### src/rtl/wb_commit_arbiter_pkg.sv
// Shared constants for the writeback commit arbiter: source indices,
// warp/register index widths and the commit-count width derivation.
package wb_commit_arbiter_pkg;

    // Commit source indices
    localparam int SRC_ALU = 0;
    localparam int SRC_LD  = 1;
    localparam int SRC_CSR = 2;
    localparam int SRC_FPU = 3;

    // Index widths
    localparam int NW_BITS = 2;
    localparam int NR_BITS = 5;

    // Width that can hold every lane of every source firing at once
    function automatic int cmt_width(input int num_reqs, input int num_threads);
        return $clog2(num_reqs * num_threads + 1);
    endfunction

endpackage

### src/rtl/wb_commit_arbiter_if.sv
// Commit-side request bundle plus writeback and commit-count outputs.
// slave is the arbiter's view, master is the view of whoever drives commits.
interface wb_commit_arbiter_if
    import wb_commit_arbiter_pkg::*;
#(
    parameter int NUM_REQS    = 4,
    parameter int NUM_THREADS = 4,
    parameter int XLEN        = 32,
    parameter int CMTW        = cmt_width(NUM_REQS, NUM_THREADS)
) ();

    logic [NUM_REQS-1:0]               req_valid;
    logic [NUM_REQS-1:0]               req_ready;
    logic [NUM_REQS-1:0]               req_wb;
    logic [NUM_REQS*NW_BITS-1:0]       req_wid;
    logic [NUM_REQS*NUM_THREADS-1:0]   req_tmask;
    logic [NUM_REQS*NR_BITS-1:0]       req_rd;
    logic [NUM_REQS*NUM_THREADS*XLEN-1:0] req_data;

    logic                              wb_valid;
    logic [NW_BITS-1:0]                wb_wid;
    logic [NUM_THREADS-1:0]            wb_tmask;
    logic [NR_BITS-1:0]                wb_rd;
    logic [NUM_THREADS*XLEN-1:0]       wb_data;

    logic                              cmt_valid;
    logic [CMTW-1:0]                   cmt_size;

    modport slave (
        input  req_valid, req_wb, req_wid, req_tmask, req_rd, req_data,
        output req_ready,
        output wb_valid, wb_wid, wb_tmask, wb_rd, wb_data,
        output cmt_valid, cmt_size
    );

    modport master (
        output req_valid, req_wb, req_wid, req_tmask, req_rd, req_data,
        input  req_ready,
        input  wb_valid, wb_wid, wb_tmask, wb_rd, wb_data,
        input  cmt_valid, cmt_size
    );

endinterface

### src/rtl/wb_commit_arbiter_rr_arbiter.sv
// Generic N-way round-robin arbiter. The pointer marks the highest-priority
// index; after a grant it moves to one past the winner so every requester
// is served within N-1 cycles of its competitors.
module rr_arbiter #(
    parameter  int N  = 4,
    localparam int IW = (N > 1) ? $clog2(N) : 1
) (
    input  logic          clk,
    input  logic          reset,
    input  logic [N-1:0]  req_i,
    output logic [N-1:0]  grant_oh_o,
    output logic [IW-1:0] grant_idx_o,
    output logic          grant_any_o
);

    logic [IW-1:0] ptr_q;
    logic [IW-1:0] ptr_d;
    logic [IW-1:0] hi_idx;
    logic [IW-1:0] lo_idx;
    logic          hi_any;
    logic          lo_any;

    // Lowest requester at or above the pointer wins; otherwise wrap to the
    // lowest requester overall. Scanning downward leaves the lowest match.
    always_comb begin
        hi_idx = '0;
        lo_idx = '0;
        hi_any = 1'b0;
        lo_any = 1'b0;
        for (int j = N - 1; j >= 0; j--) begin
            if (req_i[j] && (IW'(j) >= ptr_q)) begin
                hi_idx = IW'(j);
                hi_any = 1'b1;
            end
            if (req_i[j]) begin
                lo_idx = IW'(j);
                lo_any = 1'b1;
            end
        end
        grant_any_o = lo_any;
        grant_idx_o = hi_any ? hi_idx : lo_idx;
        grant_oh_o  = lo_any ? ({{(N-1){1'b0}}, 1'b1} << grant_idx_o) : '0;
    end

    // Next pointer: one past the winner, wrapping at N-1; hold when idle
    always_comb begin
        ptr_d = ptr_q;
        if (grant_any_o) begin
            ptr_d = (grant_idx_o == IW'(N - 1)) ? '0 : grant_idx_o + 1'b1;
        end
    end

    // Priority pointer register
    always_ff @(posedge clk or posedge reset) begin
        if (reset) begin
            ptr_q <= '0;
        end else begin
            ptr_q <= ptr_d;
        end
    end

endmodule

### src/rtl/wb_commit_arbiter.sv
// Shares the register-file writeback port between the commit sources.
// Non-writing commits are drained immediately; one writing commit per cycle
// is granted round-robin and registered onto the writeback bus, and the
// number of lanes committed is reported one cycle later.
module wb_commit_arbiter
    import wb_commit_arbiter_pkg::*;
#(
    parameter int NUM_REQS    = 4,
    parameter int NUM_THREADS = 4,
    parameter int XLEN        = 32,
    parameter int CMTW        = cmt_width(NUM_REQS, NUM_THREADS)
) (
    input  logic               clk,
    input  logic               reset,
    wb_commit_arbiter_if.slave bus
);

    localparam int IW = (NUM_REQS > 1) ? $clog2(NUM_REQS) : 1;
    localparam int DW = NUM_THREADS * XLEN;

    logic [NUM_REQS-1:0]             wr_req;
    logic [NUM_REQS-1:0]             grant_oh;
    logic [IW-1:0]                   grant_idx;
    logic                            grant_any;
    logic [NUM_REQS-1:0]             fire;
    logic [NUM_REQS*NUM_THREADS-1:0] fired_tmask;

    logic                   wb_valid_q;
    logic [NW_BITS-1:0]     wb_wid_q,   wb_wid_d;
    logic [NUM_THREADS-1:0] wb_tmask_q, wb_tmask_d;
    logic [NR_BITS-1:0]     wb_rd_q,    wb_rd_d;
    logic [DW-1:0]          wb_data_q,  wb_data_d;
    logic                   cmt_valid_q;
    logic [CMTW-1:0]        cmt_size_q, cmt_size_d;

    assign wr_req = bus.req_valid & bus.req_wb;

    rr_arbiter #(
        .N (NUM_REQS)
    ) u_arb (
        .clk         (clk),
        .reset       (reset),
        .req_i       (wr_req),
        .grant_oh_o  (grant_oh),
        .grant_idx_o (grant_idx),
        .grant_any_o (grant_any)
    );

    // Non-writers never touch the port, so they are accepted unconditionally
    assign bus.req_ready = (bus.req_valid & ~bus.req_wb) | grant_oh;
    assign fire          = bus.req_valid & bus.req_ready;

    // Lane masks of sources that actually fired this cycle
    for (genvar gi = 0; gi < NUM_REQS; gi++) begin : g_fired_mask
        assign fired_tmask[gi*NUM_THREADS +: NUM_THREADS] =
            fire[gi] ? bus.req_tmask[gi*NUM_THREADS +: NUM_THREADS] : '0;
    end

    // Count every fired lane across all sources
    always_comb begin
        cmt_size_d = '0;
        for (int i = 0; i < NUM_REQS * NUM_THREADS; i++) begin
            cmt_size_d = cmt_size_d + CMTW'(fired_tmask[i]);
        end
    end

    // Payload mux: take the grantee's fields, hold the old ones otherwise
    always_comb begin
        wb_wid_d   = wb_wid_q;
        wb_tmask_d = wb_tmask_q;
        wb_rd_d    = wb_rd_q;
        wb_data_d  = wb_data_q;
        for (int i = 0; i < NUM_REQS; i++) begin
            if (grant_any && (grant_idx == IW'(i))) begin
                wb_wid_d   = bus.req_wid[i*NW_BITS +: NW_BITS];
                wb_tmask_d = bus.req_tmask[i*NUM_THREADS +: NUM_THREADS];
                wb_rd_d    = bus.req_rd[i*NR_BITS +: NR_BITS];
                wb_data_d  = bus.req_data[i*DW +: DW];
            end
        end
    end

    // Writeback and commit-count output registers
    always_ff @(posedge clk or posedge reset) begin
        if (reset) begin
            wb_valid_q  <= 1'b0;
            wb_wid_q    <= '0;
            wb_tmask_q  <= '0;
            wb_rd_q     <= '0;
            wb_data_q   <= '0;
            cmt_valid_q <= 1'b0;
            cmt_size_q  <= '0;
        end else begin
            wb_valid_q  <= grant_any;
            wb_wid_q    <= wb_wid_d;
            wb_tmask_q  <= wb_tmask_d;
            wb_rd_q     <= wb_rd_d;
            wb_data_q   <= wb_data_d;
            cmt_valid_q <= |fire;
            cmt_size_q  <= cmt_size_d;
        end
    end

    assign bus.wb_valid  = wb_valid_q;
    assign bus.wb_wid    = wb_wid_q;
    assign bus.wb_tmask  = wb_tmask_q;
    assign bus.wb_rd     = wb_rd_q;
    assign bus.wb_data   = wb_data_q;
    assign bus.cmt_valid = cmt_valid_q;
    assign bus.cmt_size  = cmt_size_q;

endmodule

### src/flat_wrapper.sv
// flat-port wrapper written by rule: the top's interface ports become plain ports
module wb_commit_arbiter_flat import wb_commit_arbiter_pkg::*;
#(
    parameter int NUM_REQS    = 4,
    parameter int NUM_THREADS = 4,
    parameter int XLEN        = 32,
    parameter int CMTW        = cmt_width(NUM_REQS, NUM_THREADS)
)
  (clk, reset, bus_req_valid, bus_req_wb, bus_req_wid, bus_req_tmask, bus_req_rd, bus_req_data, bus_req_ready, bus_wb_valid, bus_wb_wid, bus_wb_tmask, bus_wb_rd, bus_wb_data, bus_cmt_valid, bus_cmt_size);
  wb_commit_arbiter_if #(.NUM_REQS(NUM_REQS), .NUM_THREADS(NUM_THREADS), .XLEN(XLEN), .CMTW(CMTW)) bus_i ();
  input  logic clk;
  input  logic reset;
  input wire logic [$bits(bus_i.req_valid)-1:0] bus_req_valid;
  input wire logic [$bits(bus_i.req_wb)-1:0] bus_req_wb;
  input wire logic [$bits(bus_i.req_wid)-1:0] bus_req_wid;
  input wire logic [$bits(bus_i.req_tmask)-1:0] bus_req_tmask;
  input wire logic [$bits(bus_i.req_rd)-1:0] bus_req_rd;
  input wire logic [$bits(bus_i.req_data)-1:0] bus_req_data;
  output wire logic [$bits(bus_i.req_ready)-1:0] bus_req_ready;
  output wire logic [$bits(bus_i.wb_valid)-1:0] bus_wb_valid;
  output wire logic [$bits(bus_i.wb_wid)-1:0] bus_wb_wid;
  output wire logic [$bits(bus_i.wb_tmask)-1:0] bus_wb_tmask;
  output wire logic [$bits(bus_i.wb_rd)-1:0] bus_wb_rd;
  output wire logic [$bits(bus_i.wb_data)-1:0] bus_wb_data;
  output wire logic [$bits(bus_i.cmt_valid)-1:0] bus_cmt_valid;
  output wire logic [$bits(bus_i.cmt_size)-1:0] bus_cmt_size;
  assign bus_i.req_valid = bus_req_valid;
  assign bus_i.req_wb = bus_req_wb;
  assign bus_i.req_wid = bus_req_wid;
  assign bus_i.req_tmask = bus_req_tmask;
  assign bus_i.req_rd = bus_req_rd;
  assign bus_i.req_data = bus_req_data;
  assign bus_req_ready = bus_i.req_ready;
  assign bus_wb_valid = bus_i.wb_valid;
  assign bus_wb_wid = bus_i.wb_wid;
  assign bus_wb_tmask = bus_i.wb_tmask;
  assign bus_wb_rd = bus_i.wb_rd;
  assign bus_wb_data = bus_i.wb_data;
  assign bus_cmt_valid = bus_i.cmt_valid;
  assign bus_cmt_size = bus_i.cmt_size;
  wb_commit_arbiter #(.NUM_REQS(NUM_REQS), .NUM_THREADS(NUM_THREADS), .XLEN(XLEN), .CMTW(CMTW)) u_core (.clk(clk), .reset(reset), .bus(bus_i));
endmodule
### config.mk
export PLATFORM = sky130hd
export DESIGN_NAME = wb_commit_arbiter_flat
export DESIGN_NICKNAME = d
export VERILOG_FILES = /design/src/rtl/wb_commit_arbiter_pkg.sv /design/src/rtl/wb_commit_arbiter_if.sv /design/src/rtl/wb_commit_arbiter_rr_arbiter.sv /design/src/rtl/wb_commit_arbiter.sv /design/src/flat_wrapper.sv
export SDC_FILE = /design/constraint.sdc
export NUM_CORES = 1
export LEC_CHECK = 0
export ABC_AREA = 1
export BUFFER_PORTS_ARGS = -buffer_cell sky130_fd_sc_hd__buf_2
export CAP_MARGIN = 20
export CORE_AREA = 2 2 279 281
export DETAILED_ROUTE_END_ITERATION = 7
export DIE_AREA = 0 0 281 283
export GPL_ROUTABILITY_DRIVEN = 0
export SLEW_MARGIN = 10
export SYNTH_ARGS = -nofsm -noshare
export SYNTH_HDL_FRONTEND = slang
export SYNTH_SLANG_ARGS = --single-unit
### constraint.sdc
create_clock -name clk -period 5.57 [get_ports clk]
set_input_delay 0.557 -clock clk [delete_from_list [all_inputs] [get_ports clk]]
set_output_delay 0.557 -clock clk [all_outputs]
set_load 0.02 [all_outputs]
==> impl_metrics.ini, run 1 <==
[pwr]
powerDensity_nw_per_um2 = 406
ir_drop_mv = 0.506
power.leakage_uw = 0.0122

[cts]
numCtsBuffers = 17
ctsHtreeMaxLevel = 4
cts_setup_buffers = 0
clkSinkCount = 148
hold_buffers = 0
clock_tree.buffer_depth = 2
clock-root-buffer = clkbuf_16
cts_tree = yes
cts.repair.resized = 0
clk_pin_slew_ps = 70
clkLatencyLatePin_ps = 470

[floorplanning]
core_sq_um = 76700
die_w_um = 281
initial_core_util = 0.185
die-area_sq_um = 79500
io_pins = 716
num_rows = 102
die_h_um = 283

[finish]
nets = 3689
layout_commonest_cell = nand2_1
fillCellCount = 8898
area.sequential_sq_um = 3700
drive_gt1_frac = 0.251
finalNonFillerCells = 4163
multi_input_area_sq_um = 7300
syn_to_final_growth_pct = 34.1
most-common-layout-cells = nand2_1, buf_2, nand3_1, inv_1, nor2_1
final_util = 0.248

[global_routing]
grt_first_pass_wirelength_mm = 89.7
grt_max_degree = 210
antenna_found_initial = 13
first_global_vias = 16100
track_usage = 0.143
overflow = 0

[critical_path]
startpoint_type = register
worstPathMaxFanout = 4
cp-end-kind = register
critPathKind = reg2reg
arrival_ps = 5360
required_ps = 5950
reg2reg_depth = 20

[place]
portBuffers = 715
dp_cells = 4125
dp_hpwl_mm = 42.4

[synth]
netlist_area_sq_um = 14200
synth_area_leaders = dfrtp_1, nand3_1, nand2_1, inv_1, nor2_1
mappedNetlistNets = 3116
ys_seq_area_frac = 0.261
synth-seq-cells = 148
yosys_warnings = 0
syn_inst = 2531
syn_area_per_cell_sq_um = 5.60
ys_types = 27
yosysTopAreaCell = dfrtp_1
synth_top_area_share = 0.261

[drt]
viasPerCell = 4.16
routed_wl_mm = 58.9
num_vias = 17300
first_pass_iters = 7
wire_per_inst_um = 14.1
ant_nets = 0
drt_iter0_markers = 934
drc = 0

[timing]
maxSlewViolCount = 0
period_share = 0.895
timing.final.hold_violations = 0
period_needed_ps = 4990
fin_skew_ps = 12.8
setup_viol = 0
fmax_mhz = 201
finalSetupTns_ps = 0
worst_pin_slew_ps = 1140
slew_headroom = 0.241
rsz0062_at_grt = false

[worst_hold_path]
hold_class = in2async

[job]
drv_cap = 0

[status]
status = finished clean
report_power, final:
group	switching, uW	leakage, uW	total [uW]	internal (uW)
Combinational	3170	0.0101	4620	1450
Clock	545	0.000281	1220	675
Sequential	274	0.00181	1880	1600
Total	3990	0.0122	7720	3730
cell families after synthesis:
| logic type | synth area share |
|---|---|
| DFF | 0.261 |
| and+or+nand+nor | 0.481 |
| adders and majority gates | 0.0221 |
| AOI/OAI and AO/OA | 0.00565 |
| buffers and inverters | 0.228 |
| xor gates and xnor gates | 0.00124 |
registers in the layout, indices dropped and copies added (netlist names):
signal / count
u_core.bus.wb_rd: 5
u_core.bus.wb_valid: 1
u_core.bus.wb_tmask: 4
u_core.bus.wb_data: 128
u_core.u_arb.ptr_q: 2
u_core.bus.cmt_size: 5
u_core.bus.cmt_valid: 1
u_core.bus.wb_wid: 2
Yosys cell counts, drive strengths merged:
cell type,number
xnor2,1
nand3,697
nor2,149
a21oi,1
o21ai,9
inv,584
ha,9
dfrtp,148
nand2,733
xor2,1
buf,115
nand4,2
fa,10
o21a,1
clkbuf,70
o21bai,1
worst max-delay path: stages, from the launching register on:
cell,delay (ps)
dfrtp_1,350
inv_1,60
o21ai_0,250
nand2_1,120
o21bai_1,350
ha_1,290
nand2_1,70
nand2_1,90
nand2_1,110
nor2_1,120
ha_1,230
inv_1,70
fa_1,420
fa_1,450
fa_1,490
inv_1,50
fa_1,490
fa_1,190
inv_1,60
fa_1,440
o21ai_0,200
path summary, 6_finish.rpt:
check / start / slack, ps / to
worst min register to register: u_core.bus.wb_data[32] / 500 / u_core.bus.wb_data[32]
min in group clk: bus_req_valid[2] / 470 / u_core.bus.cmt_valid
worst min-delay path: reset / 170 / u_core.bus.wb_data[48]
worst max register to register: u_core.u_arb.ptr_q[0] / 580 / u_core.bus.cmt_size[4]
worst max-delay path: u_core.u_arb.ptr_q[0] / 580 / u_core.bus.cmt_size[4]
max in group asynchronous: reset / 4410 / u_core.bus.wb_tmask[2]
metrics by stage:
stage          area (sq um)  setup WS [ps]  total power (uW)  hold slack [ps]
3_3_place_gp          18400            325              6520              487
2_1_floorplan         14200            294              4900              479
6_report              19000            584              7720              168
3_5_place_dp          18400            257              6540              489
4_1_cts               19000            565              7820              175
5_1_grt               19000            218              8400              208
layer usage:
metal	share of wire	global-route usage	wire [um]	vias up
met3	0.071	0.0340	4190	89
met5	0.0013	0	79	-
met4	0.036	0.0648	2130	12
met1	0.41	0.170	24300	7861
met2	0.48	0.244	28100	631
li1	-	-	-	8737
layout make-up:
type                            instances  share of cell area
Timing Repair Buffer                  739               0.204
Clock buffer                           18              0.0231
Antenna cell                            7            0.000922
Multi-Input combinational cell       1614               0.385
Inverter                              584               0.116
Sequential cell                       148               0.195
Clock inverter                         13             0.00777
Tap cell                             1040              0.0685
No activity file was read; power rests on OpenSTA's default activity.
==> run 2, diff against run 1 <==
==> constraint.sdc (replaced) <==
create_clock -name clk -period 5.2 [get_ports clk]
set_input_delay 0.52 -clock clk [delete_from_list [all_inputs] [get_ports clk]]
set_output_delay 0.52 -clock clk [all_outputs]
set_load 0.05 [all_outputs]
==> run 2 against run 1 <==
Against the previous run:
- wire length rose by 0.64%
- first-iteration DRC count shrank 1.1%
- hold slack got worse by 21 ps
- final area grew 0.37%
- largest cell class unchanged
- clock power rose by 9%
- register-to-register slack got worse by 170 ps
- sequential cell count did not move
- non-clock buffer count up 8
- clock skew shrank 3.0 ps
- sequential share of layout area shrank 0.072 points
- critical endpoint is now u_core.bus.cmt_size[2]
==> impl_metrics.ini, run 2 (same netlist as run 1, synthesis figures left out) <==
[drt]
routed_wl_mm = 59.3
first_pass_iters = 5
ant_nets = 0
viasPerCell = 4.14
drt_iter0_markers = 924
num_vias = 17200
drc = 0
wire_per_inst_um = 14.2

[critical_path]
critPathTopFamily = adder cells
crit_chain = inv_1, nand4_1, nand2_1, nor2_1, nand2_1, nand2_1, ha_1, nand2_1, nand2_1, nand2_1, nor2_1, ha_1, inv_1, fa_1, fa_1, fa_1, inv_1, fa_1, fa_1, inv_1, fa_1, xnor2_1
slowest_stage = fa_1
worstPathMaxFanout = 4
crit_buf_inv = 4
reg2reg_depth = 22
arrival_ps = 5140
timing.rr.end = u_core.bus.cmt_size[2]
worstReg2RegStart = u_core.u_arb.ptr_q[1]
slowest_delay_ps = 500
required_ps = 5550
startpoint_type = register
critPathKind = reg2reg
worstSetupPathDepth = 22
cp-end-kind = register
r2r_slack_ps = 410

[global_routing]
antenna_found_initial = 12
grt_max_degree = 141
track_usage = 0.145
grt_first_pass_wirelength_mm = 90.3
first_global_vias = 16200
overflow = 0

[finish]
final_util = 0.249
multi_input_area_sq_um = 7320
largest_register_ffs = 128
fillCellCount = 8866
layout_commonest_cell = nand2_1
drive_gt1_frac = 0.254
nets = 3697
most-common-layout-cells = nand2_1, buf_2, nand3_1, inv_1, nor2_1
area.sequential_sq_um = 3700
syn_to_final_growth_pct = 34.6

[floorplanning]
num_rows = 102
die-area_sq_um = 79500
initial_core_util = 0.185
core_sq_um = 76700
die_h_um = 283
io_pins = 716
die_w_um = 281

[timing]
period_needed_ps = 4790
setup_viol = 0
fin_skew_ps = 9.87
period_share = 0.921
rsz0062_at_grt = false
fmax_mhz = 209
finalSetupTns_ps = 0
slew_headroom = 0.0612
worst_pin_slew_ps = 1410
maxSlewViolCount = 0
timing.final.hold_violations = 0
setup_slack_ps = 411

[cts]
cts.repair.resized = 0
clock_tree.buffer_depth = 2
ctsHtreeMaxLevel = 4
hold_buffers = 0
clkSinkCount = 148
numCtsBuffers = 17
clkLatencyLatePin_ps = 460
cts_setup_buffers = 0
clock-root-buffer = clkbuf_16
cts_tree = yes
clk_pin_slew_ps = 70

[pwr]
power.leakage_uw = 0.0123
powerDensity_nw_per_um2 = 503
power.total_uw = 9590
ir_drop_mv = 0.310

[worst_hold_path]
hold_class = in2async

[place]
portBuffers = 715
post-place-ws_ps = 28.5
dp_hpwl_mm = 43.0

[status]
status = finished clean

[job]
drv_cap = 0
## run 2: changes by cell type in the layout (fill, tap and decap cells not counted), sizes merged
cell	delta
buf	+8
clkinv	-2
diode	-3
inv	+3
## run 2: layout make-up
cell class	instances	area share
inverters	584	0.115
flip-flops and latches	148	0.194
clock inverters	14	0.00873
well taps	1040	0.0683
repair buffers	747	0.206
multi-input cells	1614	0.384
diodes	4	0.000525
clock buffers	18	0.0230
## run 2: stage by stage
| step | cells | instance area, sq um | hold slack, ps |
|---|---|---|---|
| after floorplan | 2531 | 14200 | 479 |
| after global placement | 4133 | 18400 | 487 |
| after detailed placement | 4133 | 18400 | 489 |
| after CTS | 4165 | 19100 | 152 |
| after global routing | 4169 | 19100 | 165 |
| final | 4169 | 19100 | 148 |
## run 2: routing by layer
layer | routed length, um | track usage | share of wire
met2 | 28200 | 0.245 | 0.48
met1 | 24300 | 0.172 | 0.41
met4 | 2010 | 0.0634 | 0.034
met3 | 4660 | 0.0389 | 0.079
met5 | 78 | 0 | 0.0013
## run 2: how the worst max path moves through the flow
stage	slack, ps	start	end
2_1_floorplan	70	bus_req_wb[2]	u_core.bus.cmt_size[1]
3_3_place_gp	80	bus_req_wb[2]	u_core.bus.cmt_size[1]
3_5_place_dp	30	bus_req_wb[2]	u_core.bus.cmt_size[2]
4_1_cts	280	u_core.u_arb.ptr_q[1]	u_core.bus.cmt_size[2]
5_1_grt	70	u_core.u_arb.ptr_q[1]	u_core.bus.cmt_size[4]
6_report	410	u_core.u_arb.ptr_q[1]	u_core.bus.cmt_size[2]
## run 2: report_power, final
| group | leakage [uW] | switching, uW | internal, uW |
|---|---|---|---|
| combinational | 0.0102 | 4670 | 1570 |
| clock | 0.000288 | 596 | 734 |
| sequential | 0.00181 | 303 | 1720 |
| total | 0.0123 | 5570 | 4020 |
## run 2: worst register-to-register path, cell delays in order (launching register included)
cell,delay [ps]
dfrtp_1,370
inv_1,110
nand4_1,150
nand2_1,100
nor2_1,40
nand2_1,60
nand2_1,110
ha_1,220
nand2_1,70
nand2_1,90
nand2_1,140
nor2_1,60
ha_1,280
inv_1,50
fa_1,500
fa_1,430
fa_1,490
inv_1,50
fa_1,490
fa_1,200
inv_1,70
fa_1,450
xnor2_1,150
